--- src/rtl/timer_pkg.sv ---
// Shared types and constants for the minutes:seconds timer family.
// No logic; pure declarations.
// Not applicable (package).
package timer_pkg;

    localparam int MIN_W  = 7;
    localparam int SEC_W  = 6;
    localparam int TIME_W = MIN_W + SEC_W;

    // Typed so comparisons against seconds fields stay width-matched.
    localparam logic [SEC_W-1:0] MAX_SEC = 6'd59;

    typedef enum logic [1:0] {
        ST_IDLE  = 2'd0,
        ST_RUN   = 2'd1,
        ST_PAUSE = 2'd2,
        ST_DONE  = 2'd3
    } timer_state_t;

    // Packed so minutes occupy [12:6] and seconds [5:0] of the bus.
    typedef struct packed {
        logic [MIN_W-1:0] min;
        logic [SEC_W-1:0] sec;
    } mmss_t;

endpackage

--- src/rtl/mmss_decrement.sv ---
// Borrow-decrement of a minutes:seconds value, with a zero flag for the result.
// Combinational, zero latency.
// No flow control; an input of 00:00 is passed through unchanged (never wraps).
module mmss_decrement
    import timer_pkg::*;
(
    input  mmss_t val_i,
    output mmss_t val_o,
    output logic  zero_o
);

    // Seconds count down first; an empty seconds field borrows one minute.
    always_comb begin
        val_o = val_i;
        if (val_i.sec != '0) begin
            val_o.sec = val_i.sec - SEC_W'(1);
        end else if (val_i.min != '0) begin
            val_o.min = val_i.min - MIN_W'(1);
            val_o.sec = MAX_SEC;
        end
    end

    assign zero_o = (val_o == '0);

endmodule

--- src/rtl/countdown_timer.sv ---
// Loadable mm:ss countdown timer; optional AUTO_RELOAD_EN restarts from the preset at 00:00.
// time_out updates one clk after the tick cycle; load/clear act on the next clk edge.
// No backpressure; load is ignored while running, a tick is dropped in the cycle enable falls.
module countdown_timer
    import timer_pkg::*;
#(
    parameter int MAX_MIN = 99
) (
    input  logic              clk,
    input  logic              nrst,
    input  logic              clock_div,
    input  logic              load,
    input  logic [TIME_W-1:0] preset_in,
    input  logic              enable,
    input  logic              clear,
    output logic [TIME_W-1:0] time_out,
    output logic              running,
    output logic              done,
    output logic              expired
);

    localparam logic [MIN_W-1:0] MAX_MIN_L = MIN_W'(MAX_MIN);

    timer_state_t state_q, state_d;
    mmss_t        time_q, time_d;
    mmss_t        preset_q, preset_d;
    logic         expired_q, expired_d;

    mmss_t        preset_raw;
    mmss_t        preset_sat;
    mmss_t        time_dec;
    logic         dec_zero;

    assign preset_raw = mmss_t'(preset_in);

    // Clamp out-of-range preset fields to the largest legal value.
    always_comb begin
        preset_sat.min = (preset_raw.min > MAX_MIN_L) ? MAX_MIN_L : preset_raw.min;
        preset_sat.sec = (preset_raw.sec > MAX_SEC)   ? MAX_SEC   : preset_raw.sec;
    end

    mmss_decrement u_dec (
        .val_i  (time_q),
        .val_o  (time_dec),
        .zero_o (dec_zero)
    );

    // Next-state, time and preset update with priority clear > load > enable/tick.
    always_comb begin
        state_d   = state_q;
        time_d    = time_q;
        preset_d  = preset_q;
        expired_d = 1'b0;

        if (clear) begin
            state_d  = ST_IDLE;
            time_d   = '0;
            preset_d = '0;
        end else if (load && (state_q != ST_RUN)) begin
            state_d  = ST_IDLE;
            time_d   = preset_sat;
            preset_d = preset_sat;
        end else begin
            unique case (state_q)
                ST_IDLE: begin
                    // A zero time never starts counting.
                    if (enable && (time_q != '0)) begin
                        state_d = ST_RUN;
                    end
                end
                ST_RUN: begin
                    if (!enable) begin
                        // Tick in the pausing cycle is deliberately discarded.
                        state_d = ST_PAUSE;
                    end else if (clock_div && (time_q != '0)) begin
                        if (dec_zero) begin
                            expired_d = 1'b1;
`ifdef AUTO_RELOAD_EN
                            time_d    = preset_q;
`else
                            time_d    = '0;
                            state_d   = ST_DONE;
`endif
                        end else begin
                            time_d = time_dec;
                        end
                    end
                end
                ST_PAUSE: begin
                    if (enable) begin
                        state_d = ST_RUN;
                    end
                end
                ST_DONE: begin
                    time_d = '0;
                end
                default: begin
                    state_d = ST_IDLE;
                end
            endcase
        end
    end

    // State, time, preset and expired-pulse registers.
    always_ff @(posedge clk or negedge nrst) begin
        if (!nrst) begin
            state_q   <= ST_IDLE;
            time_q    <= '0;
            preset_q  <= '0;
            expired_q <= 1'b0;
        end else begin
            state_q   <= state_d;
            time_q    <= time_d;
            preset_q  <= preset_d;
            expired_q <= expired_d;
        end
    end

    assign time_out = time_q;
    assign running  = (state_q == ST_RUN);
`ifdef AUTO_RELOAD_EN
    assign done     = 1'b0;
`else
    assign done     = (state_q == ST_DONE);
`endif
    assign expired  = expired_q;

endmodule

--- config.mk ---
export PLATFORM = sky130hd
export DESIGN_NAME = countdown_timer
export DESIGN_NICKNAME = d
export VERILOG_FILES = /design/src/rtl/timer_pkg.sv /design/src/rtl/mmss_decrement.sv /design/src/rtl/countdown_timer.sv
export SDC_FILE = /design/constraint.sdc
export NUM_CORES = 1
export LEC_CHECK = 0
export ABC_CLOCK_PERIOD_IN_PS = 6700
export CAP_MARGIN = 10
export CORE_ASPECT_RATIO = 0.9
export CORE_UTILIZATION = 50
export DETAILED_ROUTE_END_ITERATION = 12
export PLACE_DENSITY = 0.81
export SYNTH_ARGS = -nofsm -noshare
export SYNTH_HDL_FRONTEND = slang
export SYNTH_HIERARCHICAL = 1
export SYNTH_SLANG_ARGS = --single-unit
--- constraint.sdc ---
create_clock -name clk -period 6.7 [get_ports clk]
set_input_delay 1.34 -clock clk [delete_from_list [all_inputs] [get_ports clk]]
set_output_delay 1.34 -clock clk [all_outputs]
set_load 0.02 [all_outputs]
==> results of run 1 <==
==> cells by family (layout without fill, tap and decap cells) <==
kind of cell,after synthesis,in the layout
simple gates,64,64
mux,15,15
xor+xnor,3,3
flops,16,16
fa+ha+maj,4,4
buf+inv,11,44
compound gates,38,38
==> how the worst max path moves through the flow <==
| stage | startpoint | endpoint | slack, ns |
|---|---|---|---|
| after floorplan | time_out[6]$_DFFE_PN0P_ | time_out[11]$_DFFE_PN0P_ | 4.05 |
| after global placement | load | time_out[4]$_DFFE_PN0P_ | 3.31 |
| after detailed placement | load | time_out[4]$_DFFE_PN0P_ | 3.23 |
| after CTS | load | time_out[4]$_DFFE_PN0P_ | 3.50 |
| after global routing | time_out[0]$_DFFE_PN0P_ | time_out[12]$_DFFE_PN0P_ | 3.29 |
| final | time_out[0]$_DFFE_PN0P_ | time_out[12]$_DFFE_PN0P_ | 3.42 |
==> Yosys cell counts, types with 2 or more instances <==
library cell and count:
dfrtp_1 16, nor3_1 12, mux2_4 10, a21oi_1 8
nand2_1 8, nor2_1 8, inv_1 6, nor2b_1 6
o21ai_0 6, a22o_1 5, a22oi_1 4, a32o_1 4
ha_1 4, nor4b_1 4, or3_1 4, a31oi_1 3
mux2_1 3, nand3_1 3, nor4_1 3, xnor2_1 3
a21o_1 2, buf_2 2, mux2_2 2, nand2b_1 2
nand4_1 2, nor4_2 2, o311a_1 2, or2_2 2
==> flip-flops by register name, summed over array words and instances (netlist names) <==
name and count:
time_out 13, expired 1, state_q 2
==> worst max-delay path: stages, from the launching register on <==
cell and delay [ns]:
dfrtp_1 0.48, inv_1 0.12, ha_1 0.20, nand3_2 0.24
or4_4 0.60, o221ai_2 0.23, nor4_2 0.10, nor4_2 0.80
a22o_1 0.29, mux2_4 0.15
==> metal layers <==
metal	part of all wire, %	routed length, um
met2	48	1910
met1	44	1730
met5	0	0
met4	0.91	36
met3	7.3	289
==> stage by stage <==
stage	setup WS [ns]	power (mW)	hold WS (ns)	cells	cell area, um2
final	3.42	0.511	0.664	222	1800
after global routing	3.29	0.547	0.686	222	1800
after CTS	3.50	0.508	0.650	222	1800
after detailed placement	3.23	0.457	0.628	219	1780
after global placement	3.31	0.446	0.624	219	1780
after floorplan	4.05	0.358	0.600	151	1410
==> power breakdown <==
part,internal (mW),total (mW),leakage (nW),switching [mW]
registers,0.114,0.158,0.211,0.0433
logic,0.146,0.305,0.533,0.158
clock network,0.0209,0.0490,0.0138,0.0281
==> cell type report <==
type / count / area (um2)
clock buffer: 3 / 22.5
tap: 38 / 47.5
sequential: 16 / 400
inverter: 7 / 26.3
timing repair buffer: 34 / 340
fill: 213 / 774
multi-input combinational: 124 / 962
==> metrics.txt, run 1 <==
GRT busiest layer met2; Routed wire per std cell 17.9 um; r2r setup slk 3.42 ns; Fmax 305 MHz; Slew @ Worst Pin 0.917 ns; CP startpoint kind flip-flop; Final Hold Viols 0; Sink Count 16; critical path endpoint category flip-flop; Reg2Reg Depth 9; xor/xnor cell area share of the yosys netlist 1.86%; cell taking the most area after synthesis dfrtp_1; Initial DRC Count 93; Final Net Count 209; hold path depth 1; Final ANT Viol Nets 0; post-cts resize count 0; Vias per Instance 6.43; simple-gate share of the synthesized area 28.1%; core area 0.00257 mm2; post-route clock period utilization 49.0%; Slew HR 38.4%; CTS tree built; IO Port Bufs 34; Synthesis Warnings 6; ys flop type dfrtp_1; status finished with violations; Post-Syn Area 0.00141 mm2; violated checks DRC; Num CTS Buffers 3; Rows 17; largest net degree at the start of global routing 17; drt pass-1 iters 8; Post-Synth Adder-Cell Area 3.54%; Clock Tree Root clkbuf_4; number of synthesized flops with an enable pin 0; clk_skew 0.00288 ns; max cap viols 0; die height 52.4 um; Compound-Gate Fraction of Synth Area 19.9%; Syn Nets 174; CTS Buffer Depth 2; Async SR Flop Fraction 100%; WL final 3970 um; RSZ-0062 raised after global routing false; Pins Over Slew Limit 0; Yosys reg bits 16; Worst Path Max Fanout 14; Arr. time, crit path 3.51 ns; Setup TNS 0 ns; GRT met1 Usage 36.0%; Total GRT Usage 28.1%; final worst path period need 3.28 ns; end of the worst hold path time_out[5]$_DFFE_PN0P_; Die Area 0.00304 mm2; commonest non-fill, non-tap cell in the layout clkdlybuf4s50_1; min-delay src time_out[5]$_DFFE_PN0P_; initial antenna violation count 0; Initial Util 54.9%; GR Overflow Total 0; drt drc 2; H-tree Lvls 1; count of hold-fix buffers inserted at cts 0; main combinational cell family by area after synthesis simple AND/OR/NAND/NOR gates; met2 Use GR 47.5%; PwrDens 284 mW/mm2; Yosys cell types 43; first-pass GRT wire length 6350 um; layout cells sized above 1 14.7%; Req. time, crit path 6.93 ns; Worst Hold Class flip-flop to flip-flop; r2r startpoint time_out[0]$_DFFE_PN0P_; DR vias 1427; multiplexer share of the synthesized area 14.6%; clk_lat worst skew 0.28 ns; Final setup viols 0; post-synth top area share 28.3%; vias in the first global route 1352; Final Util 69.9%; GP Congestion 0.812; Clk pin slew, worst setup/hold paths 0.09 ns; VDD IR max 0.172 mV; post-DP HPWL 2950 um; Area growth syn-to-layout 27.3%; main area contributors after synthesis dfrtp_1, mux2_4, nor3_1; Syn Area/Cell 9.36 um2; Seq/Total Area, Yosys 28.3%; Syn Inst Count 151; Setup Fix Bufs, Post-CTS 0; reg2reg end time_out[12]$_DFFE_PN0P_; I/O pin count 35; GRT met3 Usage 5.93%; antenna cells 0; Pleak 0.759 nW; kind of critical path flip-flop to flip-flop; most frequent cells in the layout clkdlybuf4s50_1, dfrtp_1, nor3_1; die width 58.1 um
Note: power is estimated with default switching activity, not from simulation.
==> run 2: changes to the inputs <==
- ABC_CLOCK_PERIOD_IN_PS: 6700 -> 2850
- CORE_UTILIZATION: 50 -> 44
- PLACE_DENSITY: 0.81 -> 0.75
- clock period: 6.7 -> 2.85 ns (I/O delays scaled with it)
==> run 2 against run 1 <==
Effect of this change:
- the run now ends clean
- core utilization down 6.4 points
- first-iteration DRC count down 9.7%
- setup slack got worse by 3.2 ns
- total power increased to 2.6 times the previous value
- largest power group unchanged
==> metrics.txt, run 2 (synthesis results as in run 1) <==
Pins Over Slew Limit 0; core area 0.00307 mm2; VDD IR max 0.440 mV; die height 55.8 um; clk_skew 0.00461 ns; clk_lat worst skew 0.30 ns; PwrDens 684 mW/mm2; Area growth syn-to-layout 37.8%; Final Worst Setup Slack 0.192 ns; Slew HR 50.1%; RSZ-0062 raised after global routing false; placed cell count 238; count of hold-fix buffers inserted at cts 0; final worst path period need 2.66 ns; final std cells w/o fill 242; Total GRT Usage 25.2%; WL final 3950 um; kind of critical path flip-flop to flip-flop; Worst Path Max Fanout 9; Die Area 0.00344 mm2; die width 61.8 um; Fmax 376 MHz; initial antenna violation count 0; commonest non-fill, non-tap cell in the layout clkdlybuf4s50_1; Num CTS Buffers 3; hold path depth 2; Final Hold Viols 0; CTS Buffer Depth 2; status complete, no violations; Final ANT Viol Nets 0; Slew @ Worst Pin 0.747 ns; GP Congestion 0.952; drt pass-1 iters 4; Arr. time, crit path 2.90 ns; H-tree Lvls 1; Final setup viols 0; CTS tree built; post-route clock period utilization 93.3%; largest net degree at the start of global routing 17; antenna cells 0; Final Net Count 224; post-DP HPWL 3040 um; Clk pin slew, worst setup/hold paths 0.11 ns; IO Port Bufs 34; Pleak 0.845 nW; worst setup path start time_out[4]$_DFFE_PN0P_; most frequent cells in the layout clkdlybuf4s50_1, dfrtp_1, buf_4; Rows 19; Reg2Reg Depth 8; vias in the first global route 1432; hold_ws 0.654 ns; GR Overflow Total 0; DP Worst Slack -0.0118 ns; Worst Hold Class flip-flop to flip-flop; first-pass GRT wire length 6510 um; r2r startpoint time_out[4]$_DFFE_PN0P_; Fill cells 263; max reg flops 13; critical path endpoint category flip-flop; Req. time, crit path 3.09 ns; DR vias 1437; max cap viols 0; Initial Util 46.1%; Sink Count 16; Initial DRC Count 84; layout cells sized above 1 21.5%; I/O pin count 35; drt drc 0; CP startpoint kind flip-flop; Vias per Instance 5.94; Routed wire per std cell 16.3 um; Clock Tree Root clkbuf_4; min-delay src time_out[7]$_DFFE_PN0P_
-- run 2: cell types whose count changed in the layout (fill, tap and decap cells not counted) --
| cell | previous run | this run |
|---|---|---|
| buf_4 | 0 | 15 |
| clkbuf_8 | 0 | 1 |
| nor4_4 | 0 | 2 |
| nor4_2 | 2 | 0 |
-- run 2: stage by stage --
| stage | total power, mW | util (%) | setup TNS, ns | area (um2) |
|---|---|---|---|---|
| after floorplan | 0.843 | - | 0 | 1410 |
| after global placement | 1.12 | 61.8 | 0 | 1890 |
| after detailed placement | 1.14 | 61.8 | -0.0311 | 1890 |
| after CTS | 1.31 | 63.2 | 0 | 1940 |
| after global routing | 1.42 | 63.5 | 0 | 1950 |
| final | 1.33 | 63.5 | 0 | 1950 |
-- run 2: path summary, 6_finish.rpt --
path	endpoint	slack (ns)
worst max-delay path	time_out[11]$_DFFE_PN0P_	0.19
worst min-delay path	time_out[7]$_DFFE_PN0P_	0.65
worst max register to register	time_out[11]$_DFFE_PN0P_	0.19
worst min register to register	time_out[7]$_DFFE_PN0P_	0.65
max in group asynchronous	time_out[7]$_DFFE_PN0P_	1.68
min in group asynchronous	time_out[4]$_DFFE_PN0P_	0.70
-- run 2: power by group --
| group | switching [mW] | internal, mW | total (mW) |
|---|---|---|---|
| registers | 0.0507 | 0.270 | 0.320 |
| logic | 0.446 | 0.403 | 0.849 |
| clock network | 0.0846 | 0.0778 | 0.162 |
| total | 0.582 | 0.750 | 1.33 |
-- run 2: routing by layer --
layer / share of wire, % / vias up / GRT usage (%)
li1: - / 683 / -
met4: 1.9 / 0 / 7.30
met3: 4.5 / 8 / 3.26
met5: 0 / - / 0
met2: 48 / 47 / 39.9
met1: 45 / 699 / 35.3
-- run 2: final cells by class --
cell class              count  area (um2)  share of cell area [%]
repair buffers             49         453                    23.2
inverters                   7        26.3                    1.35
well taps                  42        52.6                    2.70
clock buffers               4        36.3                    1.86
multi-input cells         124         980                    50.3
flip-flops and latches     16         400                    20.6
-- run 2: worst max-delay path, cell delays in order, from the launching register on --
cell and delay, ns:
dfrtp_1 0.47, nor3_4 0.25, nand3_2 0.11, or4_4 0.53, o221ai_2 0.23, nor4_4 0.07, nor4_4 0.57, a22o_1 0.24
mux2_4 0.13
-- run 2: repair_timing --
item / in CTS / in global routing
pin swaps: 0 / 0
endpoints found under the hold margin: 0 / 0
setup buffers: 0 / 0
endpoints found under the setup margin: 9 / 4
gates resized for setup: 1 / 1
==> run 3: changes to the inputs <==
--- a/config.mk
+++ b/config.mk
@@ -9,4 +9,5 @@
 export CAP_MARGIN = 10
 export CORE_ASPECT_RATIO = 0.9
+export CORE_MARGIN = 2
 export CORE_UTILIZATION = 44
 export DETAILED_ROUTE_END_ITERATION = 12
==> constraint.sdc (replaced) <==
create_clock -name clk -period 2.85 [get_ports clk]
set_input_delay 0.57 -clock clk [delete_from_list [all_inputs] [get_ports clk]]
set_output_delay 0.57 -clock clk [all_outputs]
set_load 0.1 [all_outputs]
==> run 3 against run 2 <==
Effect of this change:
- sequential power increased by 17%
- clock-buffer cell count unchanged
- total power increased by 13%
- fmax decreased by 1.6%
- via count decreased by 2.6%
- clock power decreased by 19%
- cell count decreased by 3.7%
- critical path depth increased by 1
- die area increased by 6.9%
- non-clock buffer count decreased by 9
- routed wire length decreased by 6.1%
- design area decreased by 4.4%
- largest cell class unchanged
- largest power group unchanged
==> metrics.txt, run 3 (synthesis results as in run 1) <==
status complete, no violations; Vias per Instance 6.01; most frequent cells in the layout buf_4, clkdlybuf4s50_1, nor3_1; Cell Area, Placed 0.00180 mm2; Final Worst Setup Slack 0.150 ns; Fmax 370 MHz; Buf+Inv Stages, Crit Path 2; Final Util 60.8%; Req. time, crit path 3.08 ns; IO Port Bufs 34; Total GRT Usage 21.7%; max reg flops 13; CTS Buffer Depth 2; Clk pin slew, worst setup/hold paths 0.10 ns; post-route cell area 0.00186 mm2; Initial DRC Count 88; PwrDens 809 mW/mm2; hold_ws 0.615 ns; WL final 3710 um; Final ANT Viol Nets 0; Reg2Reg Depth 9; Pleak 0.804 nW; final worst path period need 2.70 ns; drt drc 0; DP Worst Slack 0.00657 ns; post-route clock period utilization 94.7%; worst setup path start time_out[6]$_DFFE_PN0P_; area of the multi-input gates 992 um2; layout cells sized above 1 32.5%; max cap viols 0; post-DP HPWL 2840 um; placed cell count 228; Arr. time, crit path 2.93 ns; core area 0.00307 mm2; die width 63.8 um; Sink Count 16; Area growth syn-to-layout 31.8%; min-delay src time_out[1]$_DFFE_PN0P_; Worst Hold Class flip-flop to flip-flop; Clock Tree Root clkbuf_4; Fill cells 244; antenna cells 0; CTS tree built; die height 57.8 um; Final setup viols 0; drt pass-1 iters 4; CP max stage cell or4_4; hold path depth 1; commonest non-fill, non-tap cell in the layout buf_4; CP startpoint kind flip-flop; Rows 19; Die Area 0.00368 mm2; Final Net Count 215; GR Overflow Total 0; r2r setup slk 0.15 ns; Worst Path Max Fanout 9; reg2reg end time_out[11]$_DFFE_PN0P_; Pins Over Slew Limit 0; final std cells w/o fill 233; VDD IR max 0.664 mV; largest net degree at the start of global routing 17; count of hold-fix buffers inserted at cts 0; Routed wire per std cell 15.9 um; Initial Util 46.1%; Slew HR 50.9%; r2r startpoint time_out[6]$_DFFE_PN0P_; first-pass GRT wire length 6320 um; Final Hold Viols 0; I/O pin count 35; DR vias 1400; crit-path leading delay family simple AND/OR/NAND/NOR gates; clk_lat worst skew 0.30 ns; CP peak stage delay 0.55 ns; worst path cell trace inv_1, ha_1, inv_1, or4_4, o221ai_2, nor4_4, nor4_4, a22o_1, mux2_4; GP Congestion 0.907; initial antenna violation count 0; Num CTS Buffers 3; vias in the first global route 1332; kind of critical path flip-flop to flip-flop; clk_skew 0.0128 ns; critical path endpoint category flip-flop; H-tree Lvls 1; Register Area 420 um2; Slew @ Worst Pin 0.735 ns; end of the worst hold path time_out[1]$_DFFE_PN0P_
## run 3: layout make-up
cell class,count,share of cell area (%)
inverter,7,1.41
multi-input combinational,124,53.3
sequential,16,22.6
timing repair buffer,40,18.5
tap,42,2.82
clock buffer,4,1.41
## run 3: what timing repair did
item	4_1_cts	5_1_grt
buffers inserted	0	1
setup endpoints to repair	5	13
pin swaps	0	1
gates resized for setup	1	3
## run 3: how the worst max path moves through the flow
stage / endpoint / slack (ns) / cells after the start
global placement: time_out[4]$_DFFE_PN0P_ / 0.06 / 9
CTS: time_out[3]$_DFFE_PN0P_ / 0.14 / 10
global route: time_out[4]$_DFFE_PN0P_ / -0.008 / 10
detailed placement: time_out[4]$_DFFE_PN0P_ / 0.007 / 9
finish: time_out[11]$_DFFE_PN0P_ / 0.15 / 9
floorplan: time_out[11]$_DFFE_PN0P_ / 0.04 / 8
## run 3: metrics by stage
step	TNS, ns	power [mW]
finish	0	1.51
global route	-0.00897	1.60
CTS	0	1.48
floorplan	0	1.12
global placement	0	1.33
detailed placement	0	1.34
## run 3: routing by layer
layer,track usage (%),wire length (um),vias up
li1,-,-,664
met1,29.6,1650,663
met2,34.6,1800,64
met3,4.27,194,9
met4,7.76,59,0
met5,0,0,-
## run 3: where the power goes
part / switching [mW] / leakage (nW) / internal, mW / total [mW]
clock: 0.0772 / 0.0150 / 0.0545 / 0.132
sequential: 0.0951 / 0.194 / 0.281 / 0.376
combinational: 0.654 / 0.595 / 0.345 / 0.999
## run 3: worst register-to-register path: cells and delay by family, from the launching register on
family                     cells  cell delay (ns)
muxes                          1             0.13
and+or+nand+nor                3             1.17
adders and majority gates      1             0.17
DFF                            1             0.52
buffers and inverters          2             0.20
AOI/OAI and AO/OA              2             0.45
